--- src/rtl/esc_pkg.sv ---
// Shared types and constants for the C-PHY escape-mode command decoder.
// Command values are the LSB-first byte as delivered by the deserializer.
package esc_pkg;

    typedef enum logic [2:0] {
        ST_IDLE,
        ST_CMD,
        ST_LPDT,
        ST_ULPS,
        ST_TRIG,
        ST_ERR
    } esc_state_e;

    localparam logic [7:0] CMD_LPDT     = 8'h87;
    localparam logic [7:0] CMD_ULPS     = 8'h78;
    localparam logic [7:0] CMD_RST_TRIG = 8'h46;
    localparam logic [7:0] CMD_TRIG1    = 8'hBA;
    localparam logic [7:0] CMD_TRIG2    = 8'h84;
    localparam logic [7:0] CMD_TRIG3    = 8'h05;

    localparam int TRIG_RST_IDX = 0;
    localparam int TRIG1_IDX    = 1;
    localparam int TRIG2_IDX    = 2;
    localparam int TRIG3_IDX    = 3;

    // Zero when the byte is not one of the trigger commands.
    function automatic logic [3:0] trig_onehot(input logic [7:0] cmd);
        trig_onehot = '0;
        case (cmd)
            CMD_RST_TRIG: trig_onehot[TRIG_RST_IDX] = 1'b1;
            CMD_TRIG1:    trig_onehot[TRIG1_IDX]    = 1'b1;
            CMD_TRIG2:    trig_onehot[TRIG2_IDX]    = 1'b1;
            CMD_TRIG3:    trig_onehot[TRIG3_IDX]    = 1'b1;
            default:      trig_onehot = '0;
        endcase
    endfunction

endpackage

--- src/rtl/esc_cmd_decoder.sv ---
// Escape-mode command decoder: decodes the entry command byte and drives
// LPDT data, ULPS, trigger and error indications. Falling-edge RxClkEsc domain.
module esc_cmd_decoder
    import esc_pkg::*;
#(
    parameter int CMD_TIMEOUT = 16
) (
    input  logic       RxClkEsc,
    input  logic       RstN,
    input  logic       EscEntry,
    input  logic       StopDetect,
    input  logic       RxValidEsc,
    input  logic [7:0] RxEscData,
    output logic       EscDeserEn,
    output logic       RxLpdtEsc,
    output logic       RxUlpsEsc,
    output logic [3:0] RxTriggerEsc,
    output logic [7:0] RxDataEsc,
    output logic       RxValidDataEsc,
    output logic       ErrEsc,
    output logic       ErrSyncEsc
);

    localparam int TW = $clog2(CMD_TIMEOUT) + 1;

    esc_state_e    state_q;
    logic [TW-1:0] tmo_q;
    logic [2:0]    phase_q;
    logic          deser_en_q, lpdt_q, ulps_q, vdata_q, err_q, err_sync_q;
    logic [3:0]    trig_q;
    logic [7:0]    data_q;

    logic       byte_acc;
    logic [3:0] trig_dec;

    // The deserializer strobe only counts while we have it enabled.
    assign byte_acc = RxValidEsc && deser_en_q;
    assign trig_dec = trig_onehot(RxEscData);

    always_ff @(negedge RxClkEsc or negedge RstN) begin
        if (!RstN) begin
            state_q    <= ST_IDLE;
            tmo_q      <= '0;
            phase_q    <= '0;
            deser_en_q <= 1'b0;
            lpdt_q     <= 1'b0;
            ulps_q     <= 1'b0;
            trig_q     <= '0;
            data_q     <= '0;
            vdata_q    <= 1'b0;
            err_q      <= 1'b0;
            err_sync_q <= 1'b0;
        end else begin
            vdata_q    <= 1'b0;
            err_q      <= 1'b0;
            err_sync_q <= 1'b0;
            trig_q     <= '0;
            if (state_q != ST_IDLE && StopDetect) begin
                state_q    <= ST_IDLE;
                deser_en_q <= 1'b0;
                lpdt_q     <= 1'b0;
                ulps_q     <= 1'b0;
                if (state_q == ST_LPDT && phase_q != 3'd0)
                    err_sync_q <= 1'b1;
            end else begin
                case (state_q)
                    ST_IDLE: begin
                        if (EscEntry && !StopDetect) begin
                            state_q    <= ST_CMD;
                            deser_en_q <= 1'b1;
                            tmo_q      <= '0;
                        end
                    end
                    ST_CMD: begin
                        if (byte_acc) begin
                            if (RxEscData == CMD_LPDT) begin
                                state_q <= ST_LPDT;
                                lpdt_q  <= 1'b1;
                                phase_q <= '0;
                            end else if (RxEscData == CMD_ULPS) begin
                                state_q    <= ST_ULPS;
                                ulps_q     <= 1'b1;
                                deser_en_q <= 1'b0;
                            end else if (trig_dec != 4'd0) begin
                                state_q    <= ST_TRIG;
                                trig_q     <= trig_dec;
                                deser_en_q <= 1'b0;
                            end else begin
                                state_q    <= ST_ERR;
                                err_q      <= 1'b1;
                                deser_en_q <= 1'b0;
                            end
                        end else if (tmo_q == TW'(CMD_TIMEOUT - 1)) begin
                            state_q    <= ST_ERR;
                            err_q      <= 1'b1;
                            deser_en_q <= 1'b0;
                        end else begin
                            tmo_q <= tmo_q + 1'b1;
                        end
                    end
                    ST_LPDT: begin
                        // phase_q tracks edges since the last byte boundary.
                        if (byte_acc) begin
                            data_q  <= RxEscData;
                            vdata_q <= 1'b1;
                            phase_q <= '0;
                        end else begin
                            phase_q <= phase_q + 3'd1;
                        end
                    end
                    default: ;
                endcase
            end
        end
    end

    assign EscDeserEn     = deser_en_q;
    assign RxLpdtEsc      = lpdt_q;
    assign RxUlpsEsc      = ulps_q;
    assign RxTriggerEsc   = trig_q;
    assign RxDataEsc      = data_q;
    assign RxValidDataEsc = vdata_q;
    assign ErrEsc         = err_q;
    assign ErrSyncEsc     = err_sync_q;

endmodule

--- config.mk ---
export PLATFORM = sky130hd
export DESIGN_NAME = esc_cmd_decoder
export DESIGN_NICKNAME = d
export VERILOG_FILES = /design/src/rtl/esc_pkg.sv /design/src/rtl/esc_cmd_decoder.sv
export SDC_FILE = /design/constraint.sdc
export NUM_CORES = 1
export LEC_CHECK = 0
export CORE_UTILIZATION = 30
export DETAILED_ROUTE_END_ITERATION = 12
export GPL_ROUTABILITY_DRIVEN = 1
export PLACE_DENSITY_LB_ADDON = 0.15
export SLEW_MARGIN = 20
export SYNTH_ARGS = -nofsm -noshare
export SYNTH_HDL_FRONTEND = slang
export SYNTH_SLANG_ARGS = --single-unit
--- constraint.sdc ---
create_clock -name RxClkEsc -period 4.5 [get_ports RxClkEsc]
set_input_delay 1.125 -clock RxClkEsc [delete_from_list [all_inputs] [get_ports RxClkEsc]]
set_output_delay 1.125 -clock RxClkEsc [all_outputs]
set_load 0.05 [all_outputs]
# Word-level counts from Yosys, hierarchy flattened

Index checks and enable logic that the tools add are counted.

Output and inout bits: 18
Input bits: 13
Register bits: 29
Word-level logic and storage cells: 108

Mux-type cells: 53
Add/subtract/negate cells: 2
Reductions and logical operators: 23
Eq/ne operators: 18
Bitwise operators: 1

Operator list:

| operator            | number |
|---|---|
| $mux 1              | 31 |
| $mux 3              | 9 |
| $eq 8x8->1 const B  | 3 |
| $mux 4              | 6 |
| $eq 8x7->1 const B  | 2 |
| $mux 5              | 3 |
| $ne 2x2->1 const B  | 6 |
| $pmux 3 s2          | 2 |
| $reduce_and 4->1    | 3 |
| $reduce_bool 2->1   | 6 |
| $pmux 5 s2          | 1 |
| $reduce_and 3->1    | 3 |
| $reduce_bool 3->1   | 3 |
| $eq 8x3->1 const B  | 1 |
| $ne 4x4->1 const B  | 2 |
| $add 5x1->5 const B | 1 |
| $eq 5x4->1 const B  | 1 |
| $reduce_and 5->1    | 1 |
| $logic_and 1x1->1   | 4 |
| $reduce_bool 4->1   | 1 |
| $add 3x1->3 const B | 1 |
| $eq 3x1->1 const B  | 1 |
| $eq 3x2->1 const B  | 1 |
| $logic_not 3->1     | 1 |
| other kinds (4)     | 4 |

# Depth between registers and ports, before layout

Gate-level depths: netlist of run 1.

Depth in word-level cells: 9
Mapped depth: 7

==> results of run 1 <==
-- per-layer routing --
metal	vias to the layer above	track usage [%]	share of wire, %
met5	-	0	0
met4	0	8.76	2.3
met3	9	5.21	4.6
met2	32	27.8	51
met1	685	18.5	42
li1	671	-	-
-- per-stage QoR --
step	area, µm²	setup slack [ns]	utilization, %
after CTS	2410	-0.0357	50.0
final	2430	0.0571	50.4
after global placement	2320	-0.577	48.2
after global routing	2430	0.00292	50.4
after detailed placement	2320	-0.642	48.2
after floorplan	1540	-0.135	-
-- how the worst max path moves through the flow --
stage	start	cells past startpoint	slack, ns	end
after detailed placement	RxEscData[2]	5	-0.64	phase_q[0]
final	RxEscData[4]	5	0.06	phase_q[0]
after floorplan	RxEscData[3]	4	-0.13	phase_q[0]
after global routing	RxEscData[7]	6	0.003	state_q[0]
after global placement	RxEscData[3]	5	-0.58	phase_q[0]
after CTS	RxEscData[4]	5	-0.04	phase_q[0]
-- worst min-delay path, cell delays in order (launching register included) --
cell     delay [ns]
dfrtn_1        0.41
o21ai_0        0.09
o41ai_1        0.07
-- logic make-up after synthesis --
logic type | after synthesis | share of synthesized area, %
xor+xnor | 2 | 1.14
simple gates | 58 | 24.3
buf+inv | 12 | 3.10
flops | 29 | 47.3
mux | 10 | 7.50
compound gates | 33 | 13.4
fa+ha+maj | 4 | 3.26
-- final cells by class --
cell class | instances | area, µm²
clock buffers | 7 | 86.3
fillers | 458 | 2390
inverters | 6 | 22.5
multi-input cells | 107 | 792
flip-flops and latches | 29 | 726
well taps | 67 | 83.8
repair buffers | 64 | 716
-- state kept, by name, indices dropped and copies added, names as in the netlist --
signal          count
tmo_q               5
RxDataEsc           8
RxLpdtEsc           1
ErrEsc              1
state_q             3
RxUlpsEsc           1
ErrSyncEsc          1
EscDeserEn          1
RxValidDataEsc      1
phase_q             3
RxTriggerEsc        4
-- timing repair --
| item | 4_1_cts | 5_1_grt |
|---|---|---|
| setup endpoints to repair | 26 | 4 |
| gates resized for setup | 27 | 3 |
| pin swaps | 5 | 2 |
| hold endpoints to repair | 0 | 0 |
| setup buffers | 1 | 0 |
-- power groups by stage --
stage	sequential, mW	clock [mW]	combinational, mW
3_5_place_dp	0.344	0	0.248
3_3_place_gp	0.343	0	0.245
2_1_floorplan	0.349	0	0.122
6_report	0.342	0.218	0.250
4_1_cts	0.341	0.224	0.251
5_1_grt	0.349	0.235	0.274
-- cell usage after synthesis, types with 4 or more instances --
library cell and number:
clkbuf_1 4, nand2_1 8, o21ai_0 10, ha_1 4, nor2_1 9, inv_1 6
dfrtn_1 29, mux2_2 8, a21oi_1 10, nor3_1 5
==> impl_metrics.py, run 1 <==
metrics = {
    "sta": {
        "drv_slew": 0,
        "slew_headroom_pct": 73.4,
        "rsz0062_at_grt": "false",
        "whs_ns": 0.493,
        "hold_viol_final": 0,
        "worst_pin_slew_ns": 0.400,
        "setup_tns_ns": 0,
        "final-setup-viol-count": 0,
        "fin_skew_ns": 0.00557,
    },
    "placement": {
        "port_buffers": 30,
        "dpl.hpwl_um": 3000,
        "dpl.cell_count": 272,
        "place.gp.congestion": 0.824,
    },
    "synthesis": {
        "avgSynthCellArea_um2": 10.4,
        "synthDominantCellAreaShare_pct": 47.3,
        "syn-cell-area_um2": 1540,
        "seq_area_frac_synth_pct": 47.3,
        "synth_edf_count": 0,
        "synthFlopType": "dfrtn_1",
        "synth_area_leaders": "dfrtn_1, mux2_2, a21oi_1",
        "yosys_warnings": 0,
        "synthDistinctLibCells": 46,
        "netlist_instances": 148,
        "syn_nets": 165,
        "synth.largest_area_cell": "dfrtn_1",
        "synth-async-reset-ratio_pct": 100,
        "synth-seq-cells": 29,
    },
    "floorplan": {
        "die_y_um": 73.5,
        "die-area_um2": 5410,
        "start_util_pct": 31.9,
        "die_w_um": 73.5,
        "row_count": 25,
        "core_area_um2": 4820,
        "ios": 31,
    },
    "global_routing": {
        "first_global_vias": 1418,
        "grt_usage_pct": 16.5,
        "overflow": 0,
        "antenna_found_initial": 0,
        "grt_pass1_wl_um": 6550,
        "grt_start_max_net_pins": 30,
    },
    "worst_hold_path": {
        "hold_start": "tmo_q[4]",
        "hold_class": "register to register",
        "hold-path-endpoint": "tmo_q[4]",
        "hold_path_depth": 2,
    },
    "pwr": {
        "vdd_drop_max_uv": 163,
        "power_density_nw_per_um2": 334,
        "swShare_pct": 33.9,
        "pwr-share-comb_pct": 30.9,
        "p_total_mw": 0.811,
        "power.internal_mw": 0.536,
        "total_leakage_power_nw": 1.10,
        "p_clk_share_pct": 26.9,
        "seq_power_share_pct": 42.2,
        "p_switching_mw": 0.275,
    },
    "clock_network": {
        "cts.sinks": 29,
        "postCtsHoldBufs": 0,
        "root_buffer": "clkbuf_8",
        "cts.path.max_buffers": 2,
        "cts_buffers": 5,
        "clock_latency_ns": 0.29,
        "cts_tree": "built",
        "htreeDepth": 2,
        "path_clk_slew_ns": 0.05,
    },
    "critical_path": {
        "crit_fanout": 3,
        "crit_required_ns": 2.39,
        "cp-start-kind": "input pin",
        "cp_top_family": "simple AND/OR/NAND/NOR gates",
        "crit_type": "input pin to register",
        "critPathMaxStageDelay_ns": 0.56,
        "endpoint_kind": "register",
        "cp.arrival_ns": 2.33,
        "critical_path.cell_chain": "buf_6, or4b_4, nor4_4, o21bai_2, mux2_4",
        "slowest_stage": "or4b_4",
        "r2r_end": "state_q[0]",
        "r2r_slack_ns": 2.48,
        "reg2reg_depth": 9,
        "crit_buf_inv": 1,
        "reg2reg_from": "tmo_q[0]",
    },
    "drt": {
        "ant_nets": 0,
        "drcViolationCount": 0,
        "via_per_inst": 4.99,
        "routed_wirelength_um": 3870,
        "wl_per_cell_um": 13.8,
        "firstDrtPassIters": 6,
        "routed-via-count": 1397,
        "drt_iter0_markers": 62,
    },
    "finish": {
        "syn2layout_area_growth_pct": 58.0,
        "fin_nets": 230,
        "drive_gt1_share_pct": 39.0,
        "final_common_cell": "buf_4",
        "final_cell_count_no_fill": 280,
        "final_cell_mix": "buf_4, dfrtn_1, buf_12, a21oi_1, o21ai_0",
        "antennaDiodeCount": 0,
    },
    "run": {
        "max_cap_violations": 0,
    },
    "outcome": {
        "status": "complete, no violations",
    },
}
(Power assumes the default switching activity.)
==> inputs of run 2 (changes only) <==
--- a/config.mk
+++ b/config.mk
@@ -5,6 +5,8 @@
 export SDC_FILE = /design/constraint.sdc
 export NUM_CORES = 1
 export LEC_CHECK = 0
+export ABC_CLOCK_PERIOD_IN_PS = 4500
+export CORE_ASPECT_RATIO = 0.7
 export CORE_UTILIZATION = 30
 export DETAILED_ROUTE_END_ITERATION = 12
 export GPL_ROUTABILITY_DRIVEN = 1
==> run 2 against run 1 <==
The run now ends with negative setup slack left. Sequential power about the same. Hold slack worse by 0.0081 ns. Largest power group unchanged. Largest cell class unchanged. Setup slack worse by 0.083 ns.
==> impl_metrics.py, run 2 (synthesis results as in run 1) <==
metrics = {
    "outcome": {
        "status": "finished, violations left",
        "violations": "negative setup slack",
    },
    "drt": {
        "drt_iter0_markers": 81,
        "wl_per_cell_um": 13.5,
        "ant_nets": 0,
        "firstDrtPassIters": 4,
        "drcViolationCount": 0,
        "routed-via-count": 1360,
        "via_per_inst": 4.82,
        "routed_wirelength_um": 3800,
    },
    "finish": {
        "final_common_cell": "buf_4",
        "fillers": 438,
        "seq_area_um2": 726,
        "drive_gt1_share_pct": 39.9,
        "final_area_um2": 2480,
        "largest_reg_flops": 8,
        "final_cell_mix": "buf_4, dfrtn_1, buf_12, a21oi_1",
        "fin_nets": 229,
        "syn2layout_area_growth_pct": 61.7,
        "multi_input_area_um2": 786,
        "antennaDiodeCount": 0,
        "final_util_pct": 51.1,
    },
    "clock_network": {
        "cts.path.max_buffers": 2,
        "clock_latency_ns": 0.29,
        "htreeDepth": 2,
        "cts_tree": "built",
        "cts.sinks": 29,
        "cts_buffers": 5,
        "path_clk_slew_ns": 0.05,
        "root_buffer": "clkbuf_8",
    },
    "critical_path": {
        "crit_type": "input pin to register",
        "cp.arrival_ns": 2.42,
        "cp_top_family": "simple AND/OR/NAND/NOR gates",
        "slowest_stage": "or4b_4",
        "critPathMaxStageDelay_ns": 0.55,
        "crit_required_ns": 2.39,
        "cp-start-kind": "input pin",
        "endpoint_kind": "register",
        "crit_buf_inv": 1,
        "critical_path.cell_chain": "buf_6, or4b_4, nor4_4, o21bai_2, mux2_4",
        "crit_fanout": 3,
    },
    "pwr": {
        "seq_power_share_pct": 36.3,
        "p_clk_share_pct": 34.9,
        "p_switching_mw": 0.291,
        "swShare_pct": 31.0,
        "vdd_drop_max_uv": 241,
        "total_leakage_power_nw": 1.12,
        "power_density_nw_per_um2": 378,
        "p_total_mw": 0.939,
        "pwr-share-comb_pct": 28.8,
        "power.internal_mw": 0.647,
    },
    "floorplan": {
        "row_count": 21,
        "core_area_um2": 4860,
        "die_y_um": 61.9,
        "die_w_um": 87.5,
        "ios": 31,
        "start_util_pct": 31.6,
        "die-area_um2": 5410,
    },
    "worst_hold_path": {
        "hold_class": "register to register",
    },
    "placement": {
        "post_dp_cell_area_um2": 2310,
        "dpl.hpwl_um": 2900,
        "place.gp.congestion": 0.939,
        "port_buffers": 30,
    },
    "sta": {
        "drv_slew": 0,
        "layout_setup_ws_ns": -0.0261,
        "rsz0062_at_grt": "true",
        "worst_pin_slew_ns": 0.391,
        "final-setup-viol-count": 1,
        "fin_skew_ns": 0.00624,
        "slew_headroom_pct": 73.5,
        "setup_tns_ns": -0.0261,
        "hold_viol_final": 0,
        "whs_ns": 0.485,
    },
    "global_routing": {
        "antenna_found_initial": 0,
        "grt_pass1_wl_um": 6500,
        "grt_usage_pct": 16.3,
        "overflow": 0,
        "first_global_vias": 1358,
        "grt_start_max_net_pins": 30,
    },
    "run": {
        "max_cap_violations": 0,
    },
}
-- run 2: stage by stage --
stage	setup WS (ns)	cells
2_1_floorplan	-0.135	148
3_3_place_gp	-0.599	270
3_5_place_dp	-0.636	270
4_1_cts	-0.0320	279
5_1_grt	-0.0596	282
6_report	-0.0261	282
-- run 2: worst paths after layout --
| kind | cells after the start | endpoint | start | slack [ns] |
|---|---|---|---|---|
| worst max-delay path | 5 | phase_q[0] | RxEscData[4] | -0.03 |
| worst min-delay path | 1 | phase_q[2] | phase_q[2] | 0.48 |
| worst max register to register | 7 | tmo_q[3] | tmo_q[0] | 2.51 |
| worst min register to register | 1 | phase_q[2] | phase_q[2] | 0.48 |
| max in group asynchronous | 2 | tmo_q[1] | RstN | 0.96 |
| min in group asynchronous | 2 | RxDataEsc[3] | RstN | 3.34 |
-- run 2: power by group through the flow --
| stage | Combinational (mW) | Clock, mW | Sequential [mW] |
|---|---|---|---|
| 5_1_grt | 0.296 | 0.348 | 0.346 |
| 3_3_place_gp | 0.244 | 0 | 0.343 |
| 2_1_floorplan | 0.122 | 0 | 0.349 |
| 3_5_place_dp | 0.246 | 0 | 0.346 |
| 4_1_cts | 0.249 | 0.334 | 0.342 |
| 6_report | 0.271 | 0.327 | 0.341 |
-- run 2: area by class of cell --
cell class | instances | share of cell area [%]
Timing Repair Buffer | 63 | 29.3
Clock buffer | 5 | 2.77
Sequential cell | 29 | 29.2
Clock inverter | 3 | 2.62
Multi-Input combinational cell | 107 | 31.7
Inverter | 6 | 0.907
Tap cell | 69 | 3.48
-- run 2: repair_timing --
action | CTS | global route
resized for setup | 27 | 6
setup buffers | 1 | 3
endpoints found under the setup margin | 26 | 6
hold buffers | 0 | 0
pin swaps | 4 | 0
gates cloned | 0 | 0
hold endpoints to repair | 0 | 0
-- run 2: per-layer routing --
layer | vias to the layer above | part of all wire [%] | track usage (%)
met5 | - | 0 | 0
met4 | 0 | 1.1 | 4.22
met3 | 4 | 4.1 | 6.34
met2 | 37 | 45 | 24.4
met1 | 646 | 50 | 22.3
li1 | 673 | - | -
==> inputs of run 3 (changes only) <==
--- a/config.mk
+++ b/config.mk
@@ -8,10 +8,10 @@
 export ABC_CLOCK_PERIOD_IN_PS = 4500
 export CORE_ASPECT_RATIO = 0.7
 export CORE_UTILIZATION = 30
+export CTS_CLUSTER_SIZE = 8
 export DETAILED_ROUTE_END_ITERATION = 12
 export GPL_ROUTABILITY_DRIVEN = 1
 export PLACE_DENSITY_LB_ADDON = 0.15
-export SLEW_MARGIN = 20
 export SYNTH_ARGS = -nofsm -noshare
 export SYNTH_HDL_FRONTEND = slang
 export SYNTH_SLANG_ARGS = --single-unit
==> results of run 3 <==
Final layout, timing and power as in run 2 (identical DEF).
